===== src/rtl/decoder_scan.sv =====
// Binary-to-one-hot decoder with a direct (handshaked) mode and an auto-scan mode
// that walks every output in turn with a programmable dwell time and blanking gap.
module decoder_scan #(
    parameter int unsigned SEL_W = 3,
    parameter int unsigned DWELL = 4,
    parameter int unsigned BLANK = 1
) (
    input  logic                    clk,
    input  logic                    rst_n,
    input  logic                    en,
    input  logic                    mode,
    input  logic                    sel_valid,
    input  logic [SEL_W-1:0]        sel,
    output logic                    sel_ready,
    output logic [(2**SEL_W)-1:0]   out,
    output logic [SEL_W-1:0]        idx,
    output logic                    wrap
);

    localparam int unsigned N   = 2 ** SEL_W;
    localparam int unsigned DCW = $clog2(DWELL + 1);
    localparam int unsigned BCW = (BLANK > 0) ? $clog2(BLANK + 1) : 1;

    localparam logic [DCW-1:0] DWELL_LAST = DCW'(DWELL - 1);
    localparam logic [BCW-1:0] BLANK_LAST = BCW'((BLANK > 0) ? (BLANK - 1) : 0);

    typedef enum logic [1:0] {
        IDLE     = 2'd0,
        DIRECT   = 2'd1,
        HOLD     = 2'd2,
        BLANK_ST = 2'd3
    } state_e;

    state_e             state_q, state_d;
    logic [N-1:0]       out_q, out_d;
    logic [SEL_W-1:0]   idx_q, idx_d;
    logic               wrap_q, wrap_d;
    logic               sel_ready_q, sel_ready_d;
    logic [DCW-1:0]     dwell_q, dwell_d;
    logic [BCW-1:0]     blank_q, blank_d;
    logic               advance;

    function automatic logic [N-1:0] onehot(input logic [SEL_W-1:0] code);
        logic [N-1:0] v;
        v       = '0;
        v[code] = 1'b1;
        return v;
    endfunction

    // State and output registers; every output comes straight from a flop.
    always_ff @(posedge clk or negedge rst_n) begin
        if (!rst_n) begin
            state_q     <= IDLE;
            out_q       <= '0;
            idx_q       <= '0;
            wrap_q      <= 1'b0;
            sel_ready_q <= 1'b0;
            dwell_q     <= '0;
            blank_q     <= '0;
        end else begin
            state_q     <= state_d;
            out_q       <= out_d;
            idx_q       <= idx_d;
            wrap_q      <= wrap_d;
            sel_ready_q <= sel_ready_d;
            dwell_q     <= dwell_d;
            blank_q     <= blank_d;
        end
    end

    // Next state plus the values the outputs will show alongside it.
    always_comb begin
        state_d = state_q;
        out_d   = out_q;
        idx_d   = idx_q;
        wrap_d  = 1'b0;
        dwell_d = dwell_q;
        blank_d = blank_q;
        advance = 1'b0;

        if (!en) begin
            state_d = IDLE;
            out_d   = '0;
            idx_d   = '0;
            dwell_d = '0;
            blank_d = '0;
        end else begin
            unique case (state_q)
                IDLE: begin
                    out_d   = '0;
                    idx_d   = '0;
                    dwell_d = '0;
                    blank_d = '0;
                    if (mode) begin
                        state_d = HOLD;
                        out_d   = onehot('0);
                    end else begin
                        state_d = DIRECT;
                    end
                end

                DIRECT: begin
                    // A mode switch outranks a handshake offered in the same cycle.
                    if (mode) begin
                        state_d = HOLD;
                        idx_d   = '0;
                        out_d   = onehot('0);
                        dwell_d = '0;
                        blank_d = '0;
                    end else if (sel_valid && sel_ready_q) begin
                        idx_d = sel;
                        out_d = onehot(sel);
                    end
                end

                HOLD: begin
                    if (!mode) begin
                        state_d = DIRECT;
                        out_d   = '0;
                        idx_d   = '0;
                        dwell_d = '0;
                        blank_d = '0;
                    end else if (dwell_q == DWELL_LAST) begin
                        dwell_d = '0;
                        if (BLANK > 0) begin
                            state_d = BLANK_ST;
                            out_d   = '0;
                            blank_d = '0;
                        end else begin
                            advance = 1'b1;
                        end
                    end else begin
                        dwell_d = dwell_q + DCW'(1);
                    end
                end

                BLANK_ST: begin
                    if (!mode) begin
                        state_d = DIRECT;
                        out_d   = '0;
                        idx_d   = '0;
                        dwell_d = '0;
                        blank_d = '0;
                    end else if (blank_q == BLANK_LAST) begin
                        advance = 1'b1;
                    end else begin
                        blank_d = blank_q + BCW'(1);
                    end
                end

                default: begin
                    state_d = IDLE;
                    out_d   = '0;
                    idx_d   = '0;
                    dwell_d = '0;
                    blank_d = '0;
                end
            endcase

            // Step to the next output; the index rolls over naturally at N.
            if (advance) begin
                state_d = HOLD;
                idx_d   = idx_q + SEL_W'(1);
                out_d   = onehot(idx_q + SEL_W'(1));
                wrap_d  = &idx_q;
                dwell_d = '0;
                blank_d = '0;
            end
        end

        sel_ready_d = (state_d == DIRECT);
    end

    assign out       = out_q;
    assign idx       = idx_q;
    assign wrap      = wrap_q;
    assign sel_ready = sel_ready_q;

endmodule


===== config.mk =====
export PLATFORM = sky130hd
export DESIGN_NAME = decoder_scan
export DESIGN_NICKNAME = d
export VERILOG_FILES = /design/src/rtl/decoder_scan.sv
export SDC_FILE = /design/constraint.sdc
export NUM_CORES = 1
export LEC_CHECK = 0
export CORE_UTILIZATION = 40
export CTS_CLUSTER_DIAMETER = 120
export DETAILED_ROUTE_END_ITERATION = 8
export PLACE_DENSITY = 0.67
export SETUP_SLACK_MARGIN = 0.1
export SLEW_MARGIN = 20
export SYNTH_ARGS = -nofsm -noshare
export SYNTH_HDL_FRONTEND = slang
export SYNTH_SLANG_ARGS = --single-unit

===== constraint.sdc =====
create_clock -name clk -period 1.6 [get_ports clk]
set_clock_uncertainty 0.1 [all_clocks]
set_input_delay 0.32 -clock clk [delete_from_list [all_inputs] [get_ports clk]]
set_output_delay 0.32 -clock clk [all_outputs]
set_load 0.05 [all_outputs]

==> results of run 1 <==
synthesized netlist by cell type, types with 3 or more instances:
library cell  count  area share
nor3b_1           4       0.030
a31oi_1           6       0.037
ha_1              3       0.037
nand2_1          20       0.074
inv_1             4       0.015
buf_6             3       0.033
o21ai_2           4       0.035
a21oi_1           5       0.025
nand3_1           6       0.030
dfrtp_1          18        0.44
nor2_1            8       0.030
o21ai_1           6       0.030
through the flow:
stage / utilization / setup TNS (ps) / cells
2_1_floorplan: - / -14.9 / 109
3_3_place_gp: 0.673 / -3820 / 173
3_5_place_dp: 0.673 / -4860 / 173
4_1_cts: 0.730 / 0 / 183
5_1_grt: 0.751 / 0 / 186
6_report: 0.751 / 0 / 186
critical path: cells and delay by family, from the launching register on:
| family | cells | cell delay (ps) |
|---|---|---|
| buffers and inverters | 1 | 150 |
| flip-flops | 1 | 450 |
| AO/OA/AOI/OAI | 1 | 200 |
| AND/OR/NAND/NOR | 2 | 220 |
| multiplexers | 1 | 310 |
final timing paths:
path | from | endpoint | slack (ps) | depth (start not counted)
worst max-delay path | state_q[0]$_DFF_PN0_ | idx[1]$_DFFE_PN0P_ | 60 | 5
worst min-delay path | rst_n | dwell_q[2]$_DFFE_PN0P_ | 240 | 2
worst max register to register | state_q[0]$_DFF_PN0_ | idx[1]$_DFFE_PN0P_ | 60 | 5
worst min register to register | dwell_q[2]$_DFFE_PN0P_ | dwell_q[2]$_DFFE_PN0P_ | 440 | 2
max in group asynchronous | rst_n | idx[0]$_DFFE_PN0P_ | 940 | 2
min in group clk | en | sel_ready$_DFF_PN0_ | 420 | 2
what timing repair did:
item / 4_1_cts / 5_1_grt
hold buffers: 0 / 0
gates resized for setup: 14 / 6
pin swaps: 6 / 5
gates cloned: 0 / 0
setup endpoints to repair: 11 / 12
buffers inserted: 6 / 3
power groups by stage:
stage	sequential (mW)	clock (mW)	combinational, mW
floorplan	0.501	0	0.0720
global placement	0.484	0	0.184
detailed placement	0.485	0	0.189
CTS	0.476	0.291	0.204
global route	0.477	0.317	0.225
finish	0.476	0.287	0.211
registers in the layout (all words and copies together) (netlist names):
register   flops
dwell_q        3
idx            3
out            8
sel_ready      1
state_q        2
wrap           1
per-layer routing:
metal / vias to the layer above / wire [µm] / share of wire / GRT usage
li1: 481 / - / - / -
met1: 514 / 1180 / 0.42 / 0.288
met2: 39 / 1420 / 0.51 / 0.378
met3: 6 / 135 / 0.049 / 0.0609
met4: 0 / 43 / 0.015 / 0.0307
met5: - / 0 / 0 / 0
final cells by class:
cell class              instances  area [µm²]
multi-input cells              82         622
fillers                       167         573
well taps                      28        35.0
clock buffers                   4        36.3
repair buffers                 50         561
flip-flops and latches         18         455
inverters                       4        15.0
logic make-up (layout without fill, tap and decap cells):
family,Yosys count,in the layout
AND/OR/NAND/NOR,50,50
flip-flops,18,18
adder cells (fa/ha/maj),3,3
multiplexers,2,2
AO/OA/AOI/OAI,27,27
buffers and inverters,9,58
==> summary.txt, run 1 <==
Tightest Pin Transition: 308 ps
Peak VDD IR: 0.451 mV
clock share of power: 0.294
Hold Path Class: in2async
power per cell area: 565 mW/mm²
Tmin final: 1540 ps
DIE AREA: 0.00274 mm²
io pins: 21
GRT Total Usage: 0.223
drt total wl: 2780 µm
Initial Util: 0.441
CP startpoint kind: flip-flop
post-synthesis compound-gate area fraction: 0.185
Switching Fraction: 0.272
Post-synth EDFFs: 0
via count: 1040
largest net degree at the start of global routing: 19
Final Cycle Share: 0.961
CTS tree: done
largest family of logic cells by synthesized area: simple AND/OR/NAND/NOR gates
Finish-stage setup viols: 0
Detail Placement HPWL: 1980 µm
max cap viols: 0
Initial DRC Count: 35
Comb power frac: 0.217
initial antenna violation count: 0
simple-gate area share of the yosys netlist: 0.253
Pint: 709 µW
Clock Root Buffer: clkbuf_4
Die Y: 52.3 µm
final max-slew violation count: 0
sequential cell fraction of total power: 0.489
post-synthesis mux area share: 0.0222
Worst EP arrival: 1630 ps
most frequent cells in the layout: buf_4, nand2_1, dfrtp_1
via/cell ratio: 5.59
syn_area_per_cell: 9.30 µm²
die width: 52.3 µm
Crit path required time: 1690 ps
diode count: 0
Fin Hold WS: 240 ps
IO buf count: 20
area grow syn2layout: 70.1%
Max Fanout on Critical Path: 5
asr flop ratio synth: 1.00
post-route cell area: 0.00172 mm²
core region area: 0.00230 mm²
fmax: 650 MHz
first-pass GRT wire length: 4490 µm
Pleak: 0.749 nW
crit path capture type: flip-flop
clk_lat worst skew: 300 ps
DP Area: 0.00155 mm²
kind of critical path: reg2reg
PnR worst setup slack: 62.0 ps
post-synthesis xor/xnor area fraction: 0
PnR Total Power: 974 µW
status: finished clean
count of state elements after synthesis: 18
Final ANT Viol Nets: 0
TritonRoute pass-1 iters: 4
fraction of layout cells with a size suffix above 1: 0.487
GP Congestion: 0.855
ys flop type: dfrtp_1
TritonCTS Buffers: 3
GR Overflow Total: 0
Slew HR: 0.795
Syn Nets: 120
sequential fraction of the synthesis area: 0.444
H-tree levels: 1
number of synthesis warnings: 0
Clock Sinks: 18
synthesized area: 0.00101 mm²
average wire per standard cell: 14.9 µm
vias in the first global route: 980
post-synthesis adder-cell area fraction: 0.0370
Bufs on Longest Clock Path: 2
Post-Synthesis Cells: 109
Net Sw Power: 265 µW
number of distinct library cells after synthesis: 29
Hold Vio Cnt, Final: 0
cells along the critical path: buf_6 > nor2b_4 > a22o_1 > nand2_2 > mux2_4
FP Rows: 17
CP max stage delay: 450 ps
RSZ-0062 raised after global routing: yes
Crit-path slowest cell: dfrtp_1
DRC Markers: 0
CTS clock-pin slew for the worst setup and hold paths: 110 ps
most common cell after layout, fill and taps aside: buf_4
DP Worst Slack: -454 ps
Final nets: 170
(Power assumes the default switching activity.)
==> run 2: changes to the inputs <==
Settings changed: SLEW_MARGIN 20 to default.
==> results of run 2 <==
Final layout, timing and power as in run 1 (identical DEF).
